`src/rtl/axi4_to_mem_req_if.sv`:
```
// Bundle of the AXI4 slave channels and the memory request/response port of axi4_to_mem_req.
// The slave modport is the converter's view; master is the view of the AXI source plus the memory.
interface axi4_to_mem_req_if #(
    parameter int TAG = 1
);
    logic            axi_awvalid;
    logic            axi_awready;
    logic [TAG-1:0]  axi_awid;
    logic [31:0]     axi_awaddr;
    logic [2:0]      axi_awsize;
    logic [7:0]      axi_awlen;
    logic [1:0]      axi_awburst;

    logic            axi_wvalid;
    logic            axi_wready;
    logic [63:0]     axi_wdata;
    logic [7:0]      axi_wstrb;
    logic            axi_wlast;

    logic            axi_bvalid;
    logic            axi_bready;
    logic [1:0]      axi_bresp;
    logic [TAG-1:0]  axi_bid;

    logic            axi_arvalid;
    logic            axi_arready;
    logic [TAG-1:0]  axi_arid;
    logic [31:0]     axi_araddr;
    logic [2:0]      axi_arsize;
    logic [7:0]      axi_arlen;
    logic [1:0]      axi_arburst;

    logic            axi_rvalid;
    logic            axi_rready;
    logic [TAG-1:0]  axi_rid;
    logic [63:0]     axi_rdata;
    logic [1:0]      axi_rresp;
    logic            axi_rlast;

    logic            mem_req_valid;
    logic            mem_req_ready;
    logic            mem_req_write;
    logic [31:0]     mem_req_addr;
    logic [2:0]      mem_req_size;
    logic [63:0]     mem_req_wdata;
    logic [7:0]      mem_req_wstrb;
    logic            mem_rsp_valid;
    logic [63:0]     mem_rsp_rdata;
    logic            mem_rsp_error;

    modport slave (
        input  axi_awvalid, axi_awid, axi_awaddr, axi_awsize, axi_awlen, axi_awburst,
        output axi_awready,
        input  axi_wvalid, axi_wdata, axi_wstrb, axi_wlast,
        output axi_wready,
        output axi_bvalid, axi_bresp, axi_bid,
        input  axi_bready,
        input  axi_arvalid, axi_arid, axi_araddr, axi_arsize, axi_arlen, axi_arburst,
        output axi_arready,
        output axi_rvalid, axi_rid, axi_rdata, axi_rresp, axi_rlast,
        input  axi_rready,
        output mem_req_valid, mem_req_write, mem_req_addr, mem_req_size,
        output mem_req_wdata, mem_req_wstrb,
        input  mem_req_ready,
        input  mem_rsp_valid, mem_rsp_rdata, mem_rsp_error
    );

    modport master (
        output axi_awvalid, axi_awid, axi_awaddr, axi_awsize, axi_awlen, axi_awburst,
        input  axi_awready,
        output axi_wvalid, axi_wdata, axi_wstrb, axi_wlast,
        input  axi_wready,
        input  axi_bvalid, axi_bresp, axi_bid,
        output axi_bready,
        output axi_arvalid, axi_arid, axi_araddr, axi_arsize, axi_arlen, axi_arburst,
        input  axi_arready,
        input  axi_rvalid, axi_rid, axi_rdata, axi_rresp, axi_rlast,
        output axi_rready,
        input  mem_req_valid, mem_req_write, mem_req_addr, mem_req_size,
        input  mem_req_wdata, mem_req_wstrb,
        output mem_req_ready,
        output mem_rsp_valid, mem_rsp_rdata, mem_rsp_error
    );
endinterface

```
`src/rtl/axi4_to_mem_req.sv`:
```
// Single-beat AXI4 slave that turns each transaction into one memory request, one at a time.
//   state  | meaning
//   IDLE   | arbitrate held write/read, screen attributes
//   CMD    | mem_req_valid high, waiting for mem_req_ready
//   WAIT   | request accepted, waiting for mem_rsp_valid or timeout
//   RESP   | B or R response held until bready/rready
module axi4_to_mem_req #(
    parameter int TAG     = 1,
    parameter int TIMEOUT = 255,
    parameter int TO_W    = 8
) (
    input logic               clk,
    input logic               rst_l,
    axi4_to_mem_req_if.slave  bus
);
    typedef enum logic [1:0] {S_IDLE, S_CMD, S_WAIT, S_RESP} state_e;

    localparam logic [1:0]      RESP_OK  = 2'b00;
    localparam logic [1:0]      RESP_ERR = 2'b10;
    localparam bit              TO_EN    = (TIMEOUT != 0);
    localparam logic [TO_W-1:0] TO_LAST  = TO_W'((TIMEOUT == 0) ? 0 : TIMEOUT - 1);

    state_e          state_q;
    logic            rr_last_rd_q;
    logic [TO_W-1:0] to_cnt_q;

    logic            aw_held_q;
    logic [TAG-1:0]  aw_id_q;
    logic [31:0]     aw_addr_q;
    logic [2:0]      aw_size_q;
    logic [7:0]      aw_len_q;
    logic [1:0]      aw_burst_q;

    logic            w_held_q;
    logic [63:0]     w_data_q;
    logic [7:0]      w_strb_q;
    logic            w_last_q;

    logic            ar_held_q;
    logic [TAG-1:0]  ar_id_q;
    logic [31:0]     ar_addr_q;
    logic [2:0]      ar_size_q;
    logic [7:0]      ar_len_q;
    logic [1:0]      ar_burst_q;

    logic            cur_wr_q;
    logic [TAG-1:0]  cur_id_q;

    logic            req_valid_q;
    logic            req_write_q;
    logic [31:0]     req_addr_q;
    logic [2:0]      req_size_q;
    logic [63:0]     req_wdata_q;
    logic [7:0]      req_wstrb_q;

    logic            bvalid_q;
    logic [1:0]      bresp_q;
    logic [TAG-1:0]  bid_q;
    logic            rvalid_q;
    logic [TAG-1:0]  rid_q;
    logic [63:0]     rdata_q;
    logic [1:0]      rresp_q;
    logic            rlast_q;

    logic            wr_elig, rd_elig, sel_wr, sel_err, sel_any;
    logic [TAG-1:0]  sel_id;
    logic [31:0]     sel_addr;
    logic [2:0]      sel_size;
    logic            to_hit;
    logic            rsp_fire, rsp_wr, rsp_err;
    logic [TAG-1:0]  rsp_id;
    logic [63:0]     rsp_data;
    logic            aw_take, w_take, ar_take;

    // Lane mask is the set of byte lanes a beat of this size at this offset may touch.
    function automatic logic is_illegal(input logic [7:0] len, input logic [1:0] burst,
                                        input logic [2:0] size, input logic [2:0] a_lo,
                                        input logic is_wr, input logic [7:0] strb,
                                        input logic last);
        logic [7:0] lane;
        logic       misal;
        logic       bad;
        lane  = 8'h00;
        misal = 1'b0;
        case (size)
            3'd0: lane = 8'h01 << a_lo;
            3'd1: begin lane = 8'h03 << a_lo; misal = a_lo[0];     end
            3'd2: begin lane = 8'h0F << a_lo; misal = |a_lo[1:0];  end
            3'd3: begin lane = 8'hFF;         misal = |a_lo;       end
            default: lane = 8'h00;
        endcase
        bad = (len != 8'd0) || (burst != 2'b01) || (size > 3'd3) || misal;
        if (is_wr) begin
            bad = bad || !last || (|(strb & ~lane));
        end
        return bad;
    endfunction

    assign bus.axi_awready = rst_l & ~aw_held_q;
    assign bus.axi_wready  = rst_l & ~w_held_q;
    assign bus.axi_arready = rst_l & ~ar_held_q;

    assign aw_take = bus.axi_awvalid & bus.axi_awready;
    assign w_take  = bus.axi_wvalid  & bus.axi_wready;
    assign ar_take = bus.axi_arvalid & bus.axi_arready;

    assign bus.axi_bvalid    = bvalid_q;
    assign bus.axi_bresp     = bresp_q;
    assign bus.axi_bid       = bid_q;
    assign bus.axi_rvalid    = rvalid_q;
    assign bus.axi_rid       = rid_q;
    assign bus.axi_rdata     = rdata_q;
    assign bus.axi_rresp     = rresp_q;
    assign bus.axi_rlast     = rlast_q;

    assign bus.mem_req_valid = req_valid_q;
    assign bus.mem_req_write = req_write_q;
    assign bus.mem_req_addr  = req_addr_q;
    assign bus.mem_req_size  = req_size_q;
    assign bus.mem_req_wdata = req_wdata_q;
    assign bus.mem_req_wstrb = req_wstrb_q;

    always_comb begin
        wr_elig  = aw_held_q & w_held_q;
        rd_elig  = ar_held_q;
        sel_any  = wr_elig | rd_elig;
        sel_wr   = wr_elig & (~rd_elig | rr_last_rd_q);
        sel_id   = sel_wr ? aw_id_q   : ar_id_q;
        sel_addr = sel_wr ? aw_addr_q : ar_addr_q;
        sel_size = sel_wr ? aw_size_q : ar_size_q;
        sel_err  = sel_wr ?
                   is_illegal(aw_len_q, aw_burst_q, aw_size_q, aw_addr_q[2:0], 1'b1, w_strb_q, w_last_q) :
                   is_illegal(ar_len_q, ar_burst_q, ar_size_q, ar_addr_q[2:0], 1'b0, 8'h00, 1'b1);
        to_hit   = TO_EN && (to_cnt_q == TO_LAST);

        rsp_fire = 1'b0;
        rsp_wr   = cur_wr_q;
        rsp_id   = cur_id_q;
        rsp_err  = 1'b0;
        rsp_data = 64'd0;
        case (state_q)
            S_IDLE: begin
                if (sel_any && sel_err) begin
                    rsp_fire = 1'b1;
                    rsp_wr   = sel_wr;
                    rsp_id   = sel_id;
                    rsp_err  = 1'b1;
                end
            end
            S_WAIT: begin
                if (bus.mem_rsp_valid) begin
                    rsp_fire = 1'b1;
                    rsp_err  = bus.mem_rsp_error;
                    rsp_data = bus.mem_rsp_error ? 64'd0 : bus.mem_rsp_rdata;
                end else if (to_hit) begin
                    rsp_fire = 1'b1;
                    rsp_err  = 1'b1;
                end
            end
            default: ;
        endcase
    end

    always_ff @(posedge clk) begin
        if (!rst_l) begin
            state_q      <= S_IDLE;
            rr_last_rd_q <= 1'b1;
            to_cnt_q     <= '0;
            aw_held_q    <= 1'b0;
            aw_id_q      <= '0;
            aw_addr_q    <= '0;
            aw_size_q    <= '0;
            aw_len_q     <= '0;
            aw_burst_q   <= '0;
            w_held_q     <= 1'b0;
            w_data_q     <= '0;
            w_strb_q     <= '0;
            w_last_q     <= 1'b0;
            ar_held_q    <= 1'b0;
            ar_id_q      <= '0;
            ar_addr_q    <= '0;
            ar_size_q    <= '0;
            ar_len_q     <= '0;
            ar_burst_q   <= '0;
            cur_wr_q     <= 1'b0;
            cur_id_q     <= '0;
            req_valid_q  <= 1'b0;
            req_write_q  <= 1'b0;
            req_addr_q   <= '0;
            req_size_q   <= '0;
            req_wdata_q  <= '0;
            req_wstrb_q  <= '0;
            bvalid_q     <= 1'b0;
            bresp_q      <= '0;
            bid_q        <= '0;
            rvalid_q     <= 1'b0;
            rid_q        <= '0;
            rdata_q      <= '0;
            rresp_q      <= '0;
            rlast_q      <= 1'b0;
        end else begin
            if (aw_take) begin
                aw_held_q  <= 1'b1;
                aw_id_q    <= bus.axi_awid;
                aw_addr_q  <= bus.axi_awaddr;
                aw_size_q  <= bus.axi_awsize;
                aw_len_q   <= bus.axi_awlen;
                aw_burst_q <= bus.axi_awburst;
            end
            if (w_take) begin
                w_held_q <= 1'b1;
                w_data_q <= bus.axi_wdata;
                w_strb_q <= bus.axi_wstrb;
                w_last_q <= bus.axi_wlast;
            end
            if (ar_take) begin
                ar_held_q  <= 1'b1;
                ar_id_q    <= bus.axi_arid;
                ar_addr_q  <= bus.axi_araddr;
                ar_size_q  <= bus.axi_arsize;
                ar_len_q   <= bus.axi_arlen;
                ar_burst_q <= bus.axi_arburst;
            end

            case (state_q)
                S_IDLE: begin
                    if (sel_any) begin
                        rr_last_rd_q <= ~sel_wr;
                        cur_wr_q     <= sel_wr;
                        cur_id_q     <= sel_id;
                        if (sel_wr) begin
                            aw_held_q <= 1'b0;
                            w_held_q  <= 1'b0;
                        end else begin
                            ar_held_q <= 1'b0;
                        end
                        if (!sel_err) begin
                            state_q     <= S_CMD;
                            req_valid_q <= 1'b1;
                            req_write_q <= sel_wr;
                            req_addr_q  <= sel_addr;
                            req_size_q  <= sel_size;
                            req_wdata_q <= sel_wr ? w_data_q : 64'd0;
                            req_wstrb_q <= sel_wr ? w_strb_q : 8'd0;
                        end
                    end
                end
                S_CMD: begin
                    if (bus.mem_req_ready) begin
                        state_q     <= S_WAIT;
                        to_cnt_q    <= '0;
                        req_valid_q <= 1'b0;
                        req_write_q <= 1'b0;
                        req_addr_q  <= '0;
                        req_size_q  <= '0;
                        req_wdata_q <= '0;
                        req_wstrb_q <= '0;
                    end
                end
                S_WAIT: begin
                    if (!rsp_fire) begin
                        to_cnt_q <= to_cnt_q + 1'b1;
                    end
                end
                S_RESP: begin
                    if (cur_wr_q ? bus.axi_bready : bus.axi_rready) begin
                        state_q  <= S_IDLE;
                        bvalid_q <= 1'b0;
                        bresp_q  <= '0;
                        bid_q    <= '0;
                        rvalid_q <= 1'b0;
                        rid_q    <= '0;
                        rdata_q  <= '0;
                        rresp_q  <= '0;
                        rlast_q  <= 1'b0;
                    end
                end
                default: state_q <= S_IDLE;
            endcase

            // Response registers load on the same edge that enters RESP, from IDLE or WAIT.
            if (rsp_fire) begin
                state_q <= S_RESP;
                if (rsp_wr) begin
                    bvalid_q <= 1'b1;
                    bresp_q  <= rsp_err ? RESP_ERR : RESP_OK;
                    bid_q    <= rsp_id;
                end else begin
                    rvalid_q <= 1'b1;
                    rid_q    <= rsp_id;
                    rdata_q  <= rsp_data;
                    rresp_q  <= rsp_err ? RESP_ERR : RESP_OK;
                    rlast_q  <= 1'b1;
                end
            end
        end
    end
endmodule

```
`src/flat_wrapper.sv`:
```
// flat-port wrapper written by rule: the top's interface ports become plain ports
module axi4_to_mem_req_flat 
#(
    parameter int TAG     = 1,
    parameter int TIMEOUT = 255,
    parameter int TO_W    = 8
)
  (clk, rst_l, bus_axi_awvalid, bus_axi_awid, bus_axi_awaddr, bus_axi_awsize, bus_axi_awlen, bus_axi_awburst, bus_axi_awready, bus_axi_wvalid, bus_axi_wdata, bus_axi_wstrb, bus_axi_wlast, bus_axi_wready, bus_axi_bvalid, bus_axi_bresp, bus_axi_bid, bus_axi_bready, bus_axi_arvalid, bus_axi_arid, bus_axi_araddr, bus_axi_arsize, bus_axi_arlen, bus_axi_arburst, bus_axi_arready, bus_axi_rvalid, bus_axi_rid, bus_axi_rdata, bus_axi_rresp, bus_axi_rlast, bus_axi_rready, bus_mem_req_valid, bus_mem_req_write, bus_mem_req_addr, bus_mem_req_size, bus_mem_req_wdata, bus_mem_req_wstrb, bus_mem_req_ready, bus_mem_rsp_valid, bus_mem_rsp_rdata, bus_mem_rsp_error);
  axi4_to_mem_req_if #(.TAG(TAG)) bus_i ();
  input logic clk;
  input logic rst_l;
  input wire logic [$bits(bus_i.axi_awvalid)-1:0] bus_axi_awvalid;
  input wire logic [$bits(bus_i.axi_awid)-1:0] bus_axi_awid;
  input wire logic [$bits(bus_i.axi_awaddr)-1:0] bus_axi_awaddr;
  input wire logic [$bits(bus_i.axi_awsize)-1:0] bus_axi_awsize;
  input wire logic [$bits(bus_i.axi_awlen)-1:0] bus_axi_awlen;
  input wire logic [$bits(bus_i.axi_awburst)-1:0] bus_axi_awburst;
  output wire logic [$bits(bus_i.axi_awready)-1:0] bus_axi_awready;
  input wire logic [$bits(bus_i.axi_wvalid)-1:0] bus_axi_wvalid;
  input wire logic [$bits(bus_i.axi_wdata)-1:0] bus_axi_wdata;
  input wire logic [$bits(bus_i.axi_wstrb)-1:0] bus_axi_wstrb;
  input wire logic [$bits(bus_i.axi_wlast)-1:0] bus_axi_wlast;
  output wire logic [$bits(bus_i.axi_wready)-1:0] bus_axi_wready;
  output wire logic [$bits(bus_i.axi_bvalid)-1:0] bus_axi_bvalid;
  output wire logic [$bits(bus_i.axi_bresp)-1:0] bus_axi_bresp;
  output wire logic [$bits(bus_i.axi_bid)-1:0] bus_axi_bid;
  input wire logic [$bits(bus_i.axi_bready)-1:0] bus_axi_bready;
  input wire logic [$bits(bus_i.axi_arvalid)-1:0] bus_axi_arvalid;
  input wire logic [$bits(bus_i.axi_arid)-1:0] bus_axi_arid;
  input wire logic [$bits(bus_i.axi_araddr)-1:0] bus_axi_araddr;
  input wire logic [$bits(bus_i.axi_arsize)-1:0] bus_axi_arsize;
  input wire logic [$bits(bus_i.axi_arlen)-1:0] bus_axi_arlen;
  input wire logic [$bits(bus_i.axi_arburst)-1:0] bus_axi_arburst;
  output wire logic [$bits(bus_i.axi_arready)-1:0] bus_axi_arready;
  output wire logic [$bits(bus_i.axi_rvalid)-1:0] bus_axi_rvalid;
  output wire logic [$bits(bus_i.axi_rid)-1:0] bus_axi_rid;
  output wire logic [$bits(bus_i.axi_rdata)-1:0] bus_axi_rdata;
  output wire logic [$bits(bus_i.axi_rresp)-1:0] bus_axi_rresp;
  output wire logic [$bits(bus_i.axi_rlast)-1:0] bus_axi_rlast;
  input wire logic [$bits(bus_i.axi_rready)-1:0] bus_axi_rready;
  output wire logic [$bits(bus_i.mem_req_valid)-1:0] bus_mem_req_valid;
  output wire logic [$bits(bus_i.mem_req_write)-1:0] bus_mem_req_write;
  output wire logic [$bits(bus_i.mem_req_addr)-1:0] bus_mem_req_addr;
  output wire logic [$bits(bus_i.mem_req_size)-1:0] bus_mem_req_size;
  output wire logic [$bits(bus_i.mem_req_wdata)-1:0] bus_mem_req_wdata;
  output wire logic [$bits(bus_i.mem_req_wstrb)-1:0] bus_mem_req_wstrb;
  input wire logic [$bits(bus_i.mem_req_ready)-1:0] bus_mem_req_ready;
  input wire logic [$bits(bus_i.mem_rsp_valid)-1:0] bus_mem_rsp_valid;
  input wire logic [$bits(bus_i.mem_rsp_rdata)-1:0] bus_mem_rsp_rdata;
  input wire logic [$bits(bus_i.mem_rsp_error)-1:0] bus_mem_rsp_error;
  assign bus_i.axi_awvalid = bus_axi_awvalid;
  assign bus_i.axi_awid = bus_axi_awid;
  assign bus_i.axi_awaddr = bus_axi_awaddr;
  assign bus_i.axi_awsize = bus_axi_awsize;
  assign bus_i.axi_awlen = bus_axi_awlen;
  assign bus_i.axi_awburst = bus_axi_awburst;
  assign bus_axi_awready = bus_i.axi_awready;
  assign bus_i.axi_wvalid = bus_axi_wvalid;
  assign bus_i.axi_wdata = bus_axi_wdata;
  assign bus_i.axi_wstrb = bus_axi_wstrb;
  assign bus_i.axi_wlast = bus_axi_wlast;
  assign bus_axi_wready = bus_i.axi_wready;
  assign bus_axi_bvalid = bus_i.axi_bvalid;
  assign bus_axi_bresp = bus_i.axi_bresp;
  assign bus_axi_bid = bus_i.axi_bid;
  assign bus_i.axi_bready = bus_axi_bready;
  assign bus_i.axi_arvalid = bus_axi_arvalid;
  assign bus_i.axi_arid = bus_axi_arid;
  assign bus_i.axi_araddr = bus_axi_araddr;
  assign bus_i.axi_arsize = bus_axi_arsize;
  assign bus_i.axi_arlen = bus_axi_arlen;
  assign bus_i.axi_arburst = bus_axi_arburst;
  assign bus_axi_arready = bus_i.axi_arready;
  assign bus_axi_rvalid = bus_i.axi_rvalid;
  assign bus_axi_rid = bus_i.axi_rid;
  assign bus_axi_rdata = bus_i.axi_rdata;
  assign bus_axi_rresp = bus_i.axi_rresp;
  assign bus_axi_rlast = bus_i.axi_rlast;
  assign bus_i.axi_rready = bus_axi_rready;
  assign bus_mem_req_valid = bus_i.mem_req_valid;
  assign bus_mem_req_write = bus_i.mem_req_write;
  assign bus_mem_req_addr = bus_i.mem_req_addr;
  assign bus_mem_req_size = bus_i.mem_req_size;
  assign bus_mem_req_wdata = bus_i.mem_req_wdata;
  assign bus_mem_req_wstrb = bus_i.mem_req_wstrb;
  assign bus_i.mem_req_ready = bus_mem_req_ready;
  assign bus_i.mem_rsp_valid = bus_mem_rsp_valid;
  assign bus_i.mem_rsp_rdata = bus_mem_rsp_rdata;
  assign bus_i.mem_rsp_error = bus_mem_rsp_error;
  axi4_to_mem_req #(.TAG(TAG), .TIMEOUT(TIMEOUT), .TO_W(TO_W)) u_core (.clk(clk), .rst_l(rst_l), .bus(bus_i));
endmodule
```
`config.mk`:
```
export PLATFORM = sky130hd
export DESIGN_NAME = axi4_to_mem_req_flat
export DESIGN_NICKNAME = d
export VERILOG_FILES = /design/src/rtl/axi4_to_mem_req_if.sv /design/src/rtl/axi4_to_mem_req.sv /design/src/flat_wrapper.sv
export SDC_FILE = /design/constraint.sdc
export NUM_CORES = 1
export LEC_CHECK = 0
export BUFFER_PORTS_ARGS = -buffer_cell sky130_fd_sc_hd__buf_2
export CAP_MARGIN = 20
export CORE_MARGIN = 2
export CORE_UTILIZATION = 45
export DETAILED_ROUTE_END_ITERATION = 7
export GPL_ROUTABILITY_DRIVEN = 0
export GPL_TIMING_DRIVEN = 0
export PLACE_DENSITY = 0.76
export SLEW_MARGIN = 0
export SYNTH_ARGS = -nofsm -noshare
export SYNTH_HDL_FRONTEND = slang
export SYNTH_SLANG_ARGS = --single-unit
```
`constraint.sdc`:
```
create_clock -name clk -period 2.9 [get_ports clk]
set_input_delay 0.435 -clock clk [delete_from_list [all_inputs] [get_ports clk]]
set_output_delay 0.435 -clock clk [all_outputs]
set_load 0.01 [all_outputs]
```
* Yosys cells after proc, flatten, opt, wreduce, memory -nomap -nowiden *
Cells that the tools add are included.

word-level totals
  bits in registers = 363
  input port bits = 239
  output and inout port bits = 185
  word-level logic and storage cells = 202

cells by class
  add/sub/neg operators = 1
  $lt $le $gt $ge = 2
  eq/ne operators = 20
  shifts and indexed selects = 3
  muxes and demuxes = 99
  bitwise gates (word level) = 16
  reductions and logical operators = 26

operators by type and width
  cell                   count
  $mux W64               11
  $mux W32               4
  $pmux W64 S2           1
  $pmux W32 S2           1
  $mux W1                48
  $mux W8                5
  $pmux W8 S2            2
  $pmux W8 S4            1
  $mux W2                14
  $reduce_bool A8 Y1     2
  $eq A3 B2 Y1 const B   4
  $mux W3                4
  $add A8 B1 Y8 const B  1
  $and A1 B1 Y1          8
  $and A8 B8 Y8          1
  $eq A8 B8 Y1 const B   1
  $logic_or A1 B1 Y1     8
  $not A8 Y8             1
  $pmux W1 S2            4
  $reduce_or A8 Y1       1
  $shl A1 B3 Y8 const A  1
  $shl A2 B3 Y8 const A  1
  $shl A4 B3 Y8 const A  1
  $eq A3 B1 Y1 const B   2
  other kinds (25)       40

* Longest topological paths before layout *
Gate-level depths: netlist (run 1).

  word-level depth = 13
  depth in mapped cells = 11
  mapped depth without buffers = 9

* Least setup slack after synthesis (run 1) *
No wires, ideal clock.

  path kind = register -> register
  start = register u_core.aw_addr_q[1]
  end = register u_core.bresp_q[1] (netlist: u_core.bus.axi_bresp[1])
  library setup time = 121 ps
  arrival time = 2199 ps
  data required time = 2779 ps
  slack = 580 ps
  stages on the path, launching flop included = 7
  path buffers = 1
  period minus slack after synthesis = 2320 ps
  cells stage by stage = dfxtp_1 > buf_6 > o311a_1 > or4b_4 > nor4_4 > a2bb2oi_1 > mux2_2

between the ends
  longest elaborated chain between the ends = 13
  elaborated cells on any way between the ends = 23
  those cells by class = 3 x shift; 11 x mux; 2 x bitwise; 7 x reduce/logical

RTL lines
  element                                      RTL line                source
  start, declared                              axi4_to_mem_req.sv:29   logic [31:0] aw_addr_q;
  start signal, assigned                       axi4_to_mem_req.sv:205  aw_addr_q <= bus.axi_awaddr;
  $shl A4 B3 Y8, or another cell as far along  axi4_to_mem_req.sv:88   3'd2: begin lane = 8'h0F << a_lo; misal = |a_lo[1:0]; end
  $pmux W8 S4                                  axi4_to_mem_req.sv:85   case (size)
  $not A8 Y8                                   axi4_to_mem_req.sv:94   bad = bad || !last || (|(strb & ~lane));
  $and A8 B8 Y8                                axi4_to_mem_req.sv:94
  $reduce_or A8 Y1                             axi4_to_mem_req.sv:94
  $logic_or A1 B1 Y1 (*)                       axi4_to_mem_req.sv:94
  $mux W1 (*)                                  axi4_to_mem_req.sv:131  sel_err = sel_wr ?
  $logic_and A1 B1 Y1 (*)                      axi4_to_mem_req.sv:143  if (sel_any && sel_err) begin
  $mux W1                                      axi4_to_mem_req.sv:143
  $pmux W1 S2                                  axi4_to_mem_req.sv:141  case (state_q)
  $mux W2                                      axi4_to_mem_req.sv:286  bresp_q <= rsp_err ? RESP_ERR : RESP_OK;
  $mux W2                                      axi4_to_mem_req.sv:284  if (rsp_wr) begin
  $mux W2 (*)                                  axi4_to_mem_req.sv:282  if (rsp_fire) begin
  end signal, assigned                         axi4_to_mem_req.sv:286
  end, declared                                axi4_to_mem_req.sv:57   logic [1:0] bresp_q;

Mark *: on every way between the ends. The rest lies on a longest branch, timed or not.
A chain may end at the register's enable or synchronous reset.

* Final worst setup path (run 1) *
  start = register u_core.aw_len_q[0]
  end = register u_core.bresp_q[1] (netlist: u_core.bus.axi_bresp[1])

between the ends
  longest elaborated chain between the ends = 13
  elaborated cells on any way between the ends = 16
  those cells by class = 9 x mux; 7 x reduce/logical

RTL lines
  element                              RTL line                source
  start, declared                      axi4_to_mem_req.sv:31   logic [7:0] aw_len_q;
  start signal, assigned               axi4_to_mem_req.sv:207  aw_len_q <= bus.axi_awlen;
  $reduce_bool A8 Y1 (*)               axi4_to_mem_req.sv:92   bad = (len != 8'd0) || (burst != 2'b01) || (size > 3'd3) || misal;
  $logic_or A1 B1 Y1 (*) (3 in a row)  axi4_to_mem_req.sv:92
  $logic_or A1 B1 Y1 (*) (2 in a row)  axi4_to_mem_req.sv:94
  $mux W1 (*)                          axi4_to_mem_req.sv:131
  $logic_and A1 B1 Y1 (*)              axi4_to_mem_req.sv:143
  $mux W1                              axi4_to_mem_req.sv:143
  $pmux W1 S2                          axi4_to_mem_req.sv:141
  $mux W2                              axi4_to_mem_req.sv:286
  $mux W2                              axi4_to_mem_req.sv:284
  $mux W2 (*)                          axi4_to_mem_req.sv:282

Marks and branches as above.

==> metrics.md, run 1 <==
| Metric | Value |
|---|---|
| Outcome | finished, final reports clean |
| Post-synth ARST share | 0% |
| Final setup fails | 0 |
| Port bufs | 422 |
| Root buf cell | clkbuf_16 |
| Endpoints failing hold | 0 |
| CTS Hold Bufs | 0 |
| Later-pin clock latency in the skew report | about 520 ps |
| Fin nets | 2340 |
| Leak | 7.67 nW |
| Post-synth EDFFs | 0 |
| Num CTS Buffers | 39 |
| Max Root-Sink Buffers | 3 |
| Final Non-Filler Cells | 2521 |
| Yosys warns | 0 |
| Power density over cell area | 642 mW/mm^2 |
| Critical path buffers and inverters | 0 |
| Drc violations | 0 |
| Netlist cell types | 70 |
| Max_cap viols | 0 |
| IO Count | about 420 |
| Final hold slack | 113 ps |
| H-tree level count | 2 |
| Final Util | between 50% and 60% |
| Cells after Synth | 1636 |
| Synth top area share | 53.0% |
| Final Cycle Share | between 90% and 100% |
| Starting density of the core | 46.1% |
| Share of layout cells above drive strength 1 | 26.0% |
| Synthesized area | ~0.014 sq mm |
| Worst clock skew | 12.9 ps |
| Total Wirelength | 42500 um |
| Net Count, Synth | 1877 |
| Initial antenna violation count | 7 |
| Setup TNS | 0 ps |
| CTS tree | built |
| Top cells by area, synth | dfxtp_1 53%, nand2_1 16%, o21ai_0 8.7% |
| Aggregate global routing overflow | 0 |
| Reg2reg setup slack | about 71 ps |
| Minimum clock period | 2830 ps |
| DRT antenna net count | 0 |
| CP Cell Sequence | nor4_1 > nand4b_1 > or4b_4 > nor4_4 > a2bb2oi_1 > mux2_2 |
| Overall global routing resource usage | 25.5% |
| Largest net degree at the start of global routing | 14 |
| Global-route wire length before repair | 64300 um |
| Peak supply drop | 0.434 mV |
| Max Clk Rate | ~350 MHz |
| Area grow syn2layout | 28.1% |
| Rel. slew slack | 40.3% |
| Slew @ Worst Pin | 895 ps |
| Placed insts | 2448 |
| Crit path kind | reg -> reg |
| Vias/cell | roughly 5.3 |
| Hold WC Path Type | in -> reg |
| Die Span Y | 179 um |
| Synthesized flop and latch total | ~360 |
| Worst path max stage delay | 560 ps |
| Clock Sink Count | 363 |
| Worst Path Required | 3300 ps |
| Area leader, netlist | dfxtp_1 |
| Routed len/inst | 16.9 um |
| FF-to-FF Start | u_core.aw_len_q[0]$_SDFFE_PN0P_ |
| Initial DRC count | slightly below 800 |
| Hold Crit Start | bus_axi_wdata[55] |
| Rows | 63 |
| Cell family with most CP delay | simple AND/OR/NAND/NOR gates |
| CP startpoint kind | register |
| Endpoint class of the critical path | register |
| Main synth FF type | dfxtp_1 |
| Hpwl dp | around 32000 um |
| Pre-Repair DR Iteration Count | 8 |
| Reg clk slew, reported paths | 60 ps |
| Die area | 0.0319 sq mm |
| DIE WIDTH | 179 um |
| Seq/Total Area, Yosys | between 50 and 60% |
| Setup Fix Bufs, Post-CTS | 0 |
| RSZ-0062 raised after global routing | yes |
| CP max FO | 5 |
| Core Area | 0.0298 sq mm |
| Highest-delay cell along the critical path | or4b_4 |
| Setup crit start | u_core.aw_len_q[0]$_SDFFE_PN0P_ |
| Crit path DAT | 3230 ps |
| Syn avg cell area | 8.39 sq um |
| Vias in the first global route | ~12000 |
| Routed via count | 13267 |
| Pins Over Slew Limit | 0 |
==> state kept, by name, summed over array words and instances (netlist names), 3 cells and up <==
signal and cells:
u_core.bus.mem_req_addr 32, u_core.w_strb_q 8, u_core.ar_addr_q 32, u_core.aw_len_q 8
u_core.ar_len_q 8, u_core.bus.axi_rdata 64, u_core.ar_size_q 3, u_core.to_cnt_q 8
u_core.bus.mem_req_wdata 64, u_core.bus.mem_req_wstrb 8, u_core.aw_size_q 3, u_core.aw_addr_q 32
u_core.w_data_q 64, u_core.bus.mem_req_size 3
==> metal layers <==
| metal | global-route usage, % | up-vias | share of wire [%] | wire (um) |
|---|---|---|---|---|
| met2 | 43.2 | 535 | 47 | 20000 |
| met4 | 10.8 | 4 | 3.7 | 1590 |
| li1 | - | 6432 | - | - |
| met5 | 0 | - | 0.045 | 19 |
| met1 | 31.0 | 6191 | 41 | 17500 |
| met3 | 5.95 | 105 | 8.2 | 3490 |
==> path summary, 6_finish.rpt <==
kind                                                                end  depth (start not counted)
worst max register to register       u_core.bus.axi_bresp[1]$_SDFF_PN0_                          6
worst min register to register  u_core.bus.mem_req_addr[1]$_SDFFE_PN0P_                          2
worst max-delay path                 u_core.bus.axi_bresp[1]$_SDFF_PN0_                          6
worst min-delay path                   u_core.w_data_q[55]$_SDFFE_PN0P_                          3
==> layout make-up <==
cell class	count	area, sq um
flip-flops and latches	363	7270
clock buffers	60	1180
diodes	5	12.5
repair buffers	423	2120
plain buffers	124	603
inverters	11	41.3
multi-input cells	1137	5820
fillers	2704	12200
well taps	390	488
clock inverters	8	52.6
==> synthesized netlist by cell type (4+ instances only) <==
| cell | count |
|---|---|
| a21oi_1 | 15 |
| and2_1 | 6 |
| buf_1 | 4 |
| buf_2 | 13 |
| buf_6 | 15 |
| clkbuf_1 | 91 |
| dfxtp_1 | 363 |
| inv_1 | 10 |
| mux2i_1 | 35 |
| nand2_1 | 579 |
| nand3_1 | 73 |
| nor2_1 | 26 |
| nor3_1 | 4 |
| nor4_1 | 4 |
| o21a_1 | 4 |
| o21ai_0 | 238 |
| o2bb2ai_1 | 62 |
| o2bb2ai_2 | 10 |
| o31ai_1 | 7 |
| xor2_1 | 4 |
==> logic make-up after synthesis <==
group                      share of synthesized area (%)
and+or+nand+nor                                     21.9
AOI/OAI and AO/OA                                   17.1
DFF                                                 53.0
buffers and inverters                               4.71
muxes                                               2.80
xor gates and xnor gates                           0.319
adders and majority gates                          0.182
==> timing repair <==
action                                  4_1_cts  5_1_grt
endpoints found under the setup margin        1      154
pin swaps                                     0        0
gates resized for setup                       1        2
==> through the flow <==
stage | cell area (sq um) | total power [mW] | setup WS (ps)
3_5_place_dp | 16300 | 6.59 | -564
4_1_cts | 17600 | 11.3 | 1.66
6_report | 17600 | 11.3 | 70.8
5_1_grt | 17600 | 11.7 | -117
2_1_floorplan | 13700 | 6.11 | 580
3_3_place_gp | 16300 | 6.56 | -549
==> worst reg2reg max path, stage by stage (launching register included) <==
cell,delay (ps)
dfxtp_1,320
nor4_1,440
nand4b_1,180
or4b_4,560
nor4_4,320
a2bb2oi_1,500
mux2_2,390
==> cells in the final DEF, fill, tap and decap left out, types with 3 or more instances in the layout <==
master,Yosys,routed
buf_6,15,15
dfxtp_1,363,363
and3_1,3,3
and2_1,6,6
nand2_1,579,579
o2bb2ai_1,62,62
o31ai_1,7,7
o21a_1,4,4
nor2b_1,3,3
and2_2,3,3
a21oi_1,15,15
clkbuf_1,91,100
buf_1,4,4
nand3_1,73,73
clkbuf_16,0,41
mux2i_1,35,35
inv_1,10,10
o2bb2ai_2,10,10
nor3_1,4,4
nor2_1,26,25
mux2_2,3,3
clkbuf_8,0,8
xor2_1,4,4
o21ai_0,238,238
and2b_2,3,3
buf_2,13,436
nor4_1,4,4
clkinv_2,0,5
diode_2,0,5
==> report_power, final <==
part,leakage (nW),total [mW],internal (mW),switching (mW)
logic,4.10,1.19,0.416,0.777
registers,2.96,5.31,5.20,0.109
clock network,0.606,4.77,2.80,1.97
Note: power is estimated with default switching activity, not from simulation.
==> inputs of run 2 (changes only) <==
--- a/constraint.sdc
+++ b/constraint.sdc
@@ -3,2 +3,2 @@
 set_output_delay 0.435 -clock clk [all_outputs]
-set_load 0.01 [all_outputs]
+set_load 0.1 [all_outputs]
==> run 2 against run 1 <==
Non-clock buffer count is the same. Maximum frequency grew 1.3%. Setup slack improved by 35 ps. Worst hold slack lost 9.7 ps.
==> metrics.md, run 2 (same netlist as run 1, synthesis figures left out) <==
| Metric | Value |
|---|---|
| Placed insts | 2448 (unchanged) |
| Highest-delay cell along the critical path | or4b_4 |
| FF-to-FF Start | u_core.aw_len_q[0]$_SDFFE_PN0P_ |
| Setup crit start | u_core.aw_len_q[0]$_SDFFE_PN0P_ |
| Endpoint class of the critical path | register |
| Minimum clock period | 2790 ps (-35.4 ps) |
| Num CTS Buffers | 38 (-2.6%) |
| Vias/cell | 5.24 (-0.50%) |
| Hold WC Path Type | in -> reg |
| Root buf cell | clkbuf_16 |
| Port bufs | 422 (unchanged) |
| Worst Path Required | 3300 ps (about the same) |
| Cell family with most CP delay | simple AND/OR/NAND/NOR gates |
| CP startpoint kind | register |
| Max Clk Rate | 358 MHz (+1.3%) |
| Rel. slew slack | 47.3% (+6.9 points) |
| IO Count | 424 (unchanged) |
| Final setup fails | 0 (unchanged) |
| Later-pin clock latency in the skew report | 520 ps (about the same) |
| Hold Crit Start | bus_axi_wdata[61] |
| Final Non-Filler Cells | 2520 (-0.040%) |
| Aggregate global routing overflow | 0 (unchanged) |
| Die area | 0.0319 sq mm (unchanged) |
| Share of layout cells above drive strength 1 | 26.1% (+0.049 points) |
| Hpwl dp | 32400 um (+1.4%) |
| CP max FO | 5 (unchanged) |
| CP Cell Sequence | nor4_1 > nand4b_1 > or4b_4 > nor4_4 > a2bb2oi_1 > mux2_2 |
| Vias in the first global route | 12929 (+3.8%) |
| Routed via count | 13195 (-0.54%) |
| Starting density of the core | 46.1% (unchanged) |
| Max Root-Sink Buffers | 3 (unchanged) |
| Die Span Y | 179 um (unchanged) |
| DRT antenna net count | 0 (unchanged) |
| DIE WIDTH | 179 um (unchanged) |
| Worst path max stage delay | 560 ps (about the same) |
| CTS tree | built |
| Leak | 7.67 nW (about the same) |
| Overall global routing resource usage | 25.8% (+0.35 points) |
| Slew @ Worst Pin | 791 ps (-104 ps) |
| Worst clock skew | 12.6 ps (-0.258 ps) |
| Routed len/inst | 17.0 um (+0.75%) |
| H-tree level count | 2 (unchanged) |
| Crit path kind | reg -> reg |
| Crit path DAT | 3200 ps (-30 ps) |
| Critical path buffers and inverters | 0 (unchanged) |
| Setup TNS | 0 ps (unchanged) |
| Commonest non-fill, non-tap cell in the layout | nand2_1 |
| Power density over cell area | 654 mW/mm^2 (+1.9%) |
| Pre-Repair DR Iteration Count | 5 (-3) |
| Most frequent cells in the layout | 579 x nand2_1, 435 x buf_2, 363 x dfxtp_1 |
| Outcome | finished, final reports clean |
| Endpoints failing hold | 0 (unchanged) |
| Core Area | 0.0298 sq mm (unchanged) |
| Total Wirelength | 42800 um (+0.71%) |
| Fin nets | 2339 (-0.043%) |
| Largest net degree at the start of global routing | 14 (unchanged) |
| Clock Sink Count | 363 (unchanged) |
| Setup Fix Bufs, Post-CTS | 0 (unchanged) |
| Initial antenna violation count | 9 (+2) |
| Max_cap viols | 0 (unchanged) |
| Area grow syn2layout | 28.2% (about the same) |
| Reg clk slew, reported paths | 60 ps (about the same) |
| Initial DRC count | 750 (-2.5%) |
| Final Cycle Share | 96.3% (-1.2 points) |
| Drc violations | 0 (unchanged) |
| Peak supply drop | 0.501 mV (+15%) |
| Global-route wire length before repair | 65400 um (+1.7%) |
| Rows | 63 (unchanged) |
| Pins Over Slew Limit | 0 (unchanged) |
-- run 2: per-layer routing --
metal / vias to the layer above / track usage (%) / routed length [um]
met5: - / 0 / 7
met1: 6150 / 30.8 / 17500
met3: 106 / 6.52 / 3400
met4: 2 / 10.4 / 1480
met2: 520 / 44.4 / 20400
li1: 6417 / - / -
-- run 2: through the flow --
stage          setup WS, ps  utilization (%)  power (mW)  instance area [sq um]  hold WS (ps)
2_1_floorplan          -316                -        6.30                  13700           431
3_3_place_gp           -519             54.8        6.77                  16300           440
3_5_place_dp           -510             54.8        6.80                  16300           442
4_1_cts                11.5             58.9        11.5                  17600          92.6
5_1_grt               -12.8             59.0        11.9                  17600           110
6_report                106             59.0        11.5                  17600           103
-- run 2: cell type report --
cell class              instances  area (sq um)
multi-input cells            1137          5820
clock inverters                 7          63.8
fillers                      2708         12200
plain buffers                 124           603
flip-flops and latches        363          7270
clock buffers                  57          1170
inverters                      11          41.3
well taps                     390           488
repair buffers                423          2120
diodes                          8          20.0
-- run 2: where the power goes --
part / switching, mW / total (mW) / leakage, nW / internal (mW)
combinational: 0.980 / 1.40 / 4.10 / 0.416
clock: 1.93 / 4.79 / 0.610 / 2.86
sequential: 0.111 / 5.32 / 2.96 / 5.20
total: 3.02 / 11.5 / 7.67 / 8.48
-- run 2: worst min-delay path, delay by kind of cell --
family                 cells  cell delay, ps
AND/OR/NAND/NOR            1              30
AO/OA/AOI/OAI              1              50
buffers and inverters      1              70
-- run 2: path summary, 6_finish.rpt --
check	to	slack, ps	cells past startpoint
worst max register to register	u_core.bus.axi_bresp[1]$_SDFF_PN0_	110	6
worst max-delay path	u_core.bus.axi_bresp[1]$_SDFF_PN0_	110	6
worst min register to register	u_core.bus.mem_req_wdata[47]$_SDFFE_PN0P_	440	2
worst min-delay path	u_core.w_data_q[61]$_SDFFE_PN0P_	100	3
-- run 2: what timing repair did --
item                       CTS  global route
hold buffers                 0             0
setup endpoints to repair    1           111
pin swaps                    0             0
gates cloned                 0             0
gates resized for setup      1             2
==> inputs of run 3 (changes only) <==
ABC_AREA = 1   (was unset)
PLACE_DENSITY = 0.75   (was 0.76)
==> run 3 against run 2 <==
Clock skew is 6.0 ps higher. Worst hold slack worse by 1.6 ps. Via count grew 14%. Sequential cell count did not move. Maximum frequency rose by 0.36%. Setup slack gained 10 ps. Sequential power rose by 13%. Largest power group is now combinational logic.
==> metrics.md, run 3 <==
| Metric | Value |
|---|---|
| Final Cycle Share | 96.0% (-0.35 points) |
| Multiplexer share of the synthesized area | 0% (-2.8 points) |
| FF-to-FF Start | u_core.aw_size_q[0]$_SDFFE_PN0P_ |
| Outcome | finished, final reports clean |
| Global-route wire length before repair | 72400 um (+11%) |
| Hold Path Depth | 3 (unchanged) |
| Setup Fix Bufs, Post-CTS | 0 (unchanged) |
| Setup TNS | 0 ps (unchanged) |
| Overall global routing resource usage | 26.9% (+1.0 points) |
| Rel. slew slack | 44.0% (-3.3 points) |
| Drc violations | 0 (unchanged) |
| Core Area | 0.0315 sq mm (+5.6%) |
| Setup WS post-layout | 116 ps (+10.1 ps) |
| Seq/Total Area, Yosys | 50.7% (-2.3 points) |
| CP max FO | 10 (+5) |
| Synth Area in Simple Gates | 29.0% (+7.1 points) |
| Endpoint class of the critical path | output port |
| Crit path DAT | 2350 ps (-850 ps) |
| Final Non-Filler Cells | 2880 (+14%) |
| CP startpoint kind | input pin |
| Total Wirelength | 46500 um (+8.6%) |
| Die area | 0.0333 sq mm (+4.4%) |
| Largest family of logic cells by synthesized area | simple AND/OR/NAND/NOR gates |
| Hpwl dp | 34700 um (+7.0%) |
| DRT antenna net count | 0 (unchanged) |
| Syn avg cell area | 7.26 sq um (-13%) |
| Initial antenna violation count | 17 (+8) |
| Crit path kind | in -> out |
| Top cells by count, synth | 732 x nand2_1, 363 x dfxtp_1, 172 x o21ai_0 |
| Sequential Area | 0.00727 sq mm (unchanged) |
| Die Span Y | 183 um (+2.2%) |
| Complex-gate fraction of the synthesized area | 13.1% (-4.0 points) |
| DIE WIDTH | 183 um (+2.2%) |
| Most frequent cells in the layout | 731 x nand2_1, 443 x buf_2, 363 x dfxtp_1 |
| Hold Crit Start | bus_axi_arburst[1] |
| Largest net degree at the start of global routing | 13 (-1) |
| Slew @ Worst Pin | 841 ps (+49.4 ps) |
| Clock Sink Count | 363 (unchanged) |
| Reg2reg setup slack | 350 ps (+240 ps) |
| Reg2reg path depth | 16 (+10) |
| Worst Path Required | 2470 ps (-830 ps) |
| Fill count | 2938 (+8.5%) |
| Overall Power | 17.8 mW (+55%) |
| Pins Over Slew Limit | 0 (unchanged) |
| Port bufs | 422 (unchanged) |
| Later-pin clock latency in the skew report | 530 ps (about the same) |
| Placed Area | 0.0170 sq mm (+3.9%) |
| Hold EP | u_core.ar_burst_q[1]$_SDFFE_PN0P_ |
| Hold WC Path Type | in -> reg |
| Vias in the first global route | 14312 (+11%) |
| Synthesized area | 0.0143 sq mm (+4.5%) |
| Post-Synth XOR/XNOR Area | 0.366% (+0.047 points) |
| Final instance area | 0.0183 sq mm (+3.8%) |
| Gates resized, CTS repair | 0 (-1) |
| Endpoints failing hold | 0 (unchanged) |
| Worst clock skew | 18.6 ps (+5.99 ps) |
| Vias/cell | 5.21 (-0.44%) |
| Root buf cell | clkbuf_16 |
| Minimum clock period | 2780 ps (-10.1 ps) |
| Netlist cell types | 34 (-51%) |
| CTS Hold Bufs | 0 (unchanged) |
| FF-to-FF End | u_core.bus.axi_rdata[57]$_SDFF_PN0_ |
| Top cells by area, synth | dfxtp_1 51%, nand2_1 19%, o21ai_0 6.0% |
| Final setup fails | 0 (unchanged) |
| Cells after Synth | 1976 (+21%) |
| IO Count | 424 (unchanged) |
| Area leader, netlist | dfxtp_1 |
| H-tree level count | 2 (unchanged) |
| Synth top area share | 50.7% (-2.3 points) |
| Placed insts | 2800 (+14%) |
| Routed via count | 15013 (+14%) |
| Worst slack at placement | -252 ps (+258 ps) |
| Commonest non-fill, non-tap cell in the layout | nand2_1 |
| Share of layout cells above drive strength 1 | 21.7% (-4.3 points) |
| Post-synth ARST share | 0% (unchanged) |
| Count leader, synth | nand2_1 |
| RSZ-0062 raised after global routing | no |
| Routed len/inst | 16.2 um (-4.9%) |
| Post-Synth Adder-Cell Area | 0.175% (-0.0078 points) |
| Area grow syn2layout | 27.3% |
| Max Clk Rate | 359 MHz (+0.36%) |
| Power density over cell area | 976 mW/mm^2 (+49%) |
| Max Root-Sink Buffers | 3 (unchanged) |
| Initial DRC count | 918 (+22%) |
| Fin nets | 2681 (+15%) |
| Starting density of the core | 45.6% (-0.50 points) |
| Leak | 8.22 nW (+7.2%) |
| Aggregate global routing overflow | 0 (unchanged) |
| Main synth FF type | dfxtp_1 |
| Yosys warns | 0 (unchanged) |
| Area of the multi-input gates | 0.00612 sq mm (+5.2%) |
| Synthesized flop and latch total | 363 (unchanged) |
| Post-synth EDFFs | 0 (unchanged) |
| Peak supply drop | 0.669 mV (+33%) |
| Rows | 65 (+3.2%) |
| CTS tree | built |
| Num CTS Buffers | 40 (+5.3%) |
| Pre-Repair DR Iteration Count | 6 (+1) |
| Net Count, Synth | 2217 (+18%) |
| Max_cap viols | 0 (unchanged) |
| Reg clk slew, reported paths | 60 ps (about the same) |
==> run 3: changes by cell type after synthesis, sizes merged, moves of 6 or more <==
cell / previous run / this run
mux2i: 35 / 0
a21oi: 16 / 51
and2: 10 / 1
inv: 10 / 93
o31ai: 8 / 52
nand3: 74 / 151
nand4: 2 / 11
o21ai: 240 / 175
clkbuf: 91 / 116
o22ai: 1 / 53
nand2: 579 / 738
o2bb2ai: 72 / 0
nor2: 26 / 122
buf: 34 / 28
==> run 3: worst max-delay path by stage <==
stage | startpoint | depth (start not counted) | to
after floorplan | rst_l | 5 | bus_axi_arready
after global placement | rst_l | 7 | u_core.w_data_q[18]$_SDFFE_PN0P_
after detailed placement | rst_l | 8 | u_core.w_data_q[10]$_SDFFE_PN0P_
after CTS | rst_l | 6 | bus_axi_arready
after global routing | rst_l | 6 | bus_axi_arready
final | rst_l | 6 | bus_axi_arready
==> run 3: cell type report <==
cell class	count	share of cell area [%]
Buffer	144	3.32
Multi-Input combinational cell	1375	33.5
Sequential cell	363	39.8
Antenna cell	12	0.164
Inverter	94	1.93
Clock inverter	13	0.535
Clock buffer	55	6.40
Tap cell	402	2.75
Timing Repair Buffer	422	11.6
==> run 3: cells by family (layout without fill, tap and decap cells) <==
group / count (synthesis) / count (layout)
flip-flops: 363 / 363
XOR/XNOR: 6 / 6
other: 0 / 12
AO/OA/AOI/OAI: 334 / 334
buffers and inverters: 238 / 728
AND/OR/NAND/NOR: 1033 / 1033
adder cells (fa/ha/maj): 2 / 2
==> run 3: power by group <==
part,total (mW),switching (mW),internal (mW)
combinational,6.91,5.47,1.45
sequential,6.00,0.348,5.65
clock,4.92,2.02,2.90
total,17.8,7.84,9.99
==> run 3: routing by layer <==
metal,up-vias,global-route usage (%),routed length [um]
li1,7348,-,-
met1,6883,32.1,18600
met2,630,46.0,21800
met3,142,7.12,4150
met4,10,11.0,1930
met5,-,0,62
==> run 3: critical path: stages <==
cell and delay, ps:
clkbuf_1 250, inv_2 190, clkbuf_2 290, clkbuf_1 330, nor2_1 350, buf_2 500
==> run 3: metrics by stage <==
stage | hold slack, ps | utilization, %
floorplan | 438 | -
global placement | 432 | 53.9
detailed placement | 439 | 53.9
CTS | 85.6 | 57.9
global route | 103 | 58.0
finish | 102 | 58.0
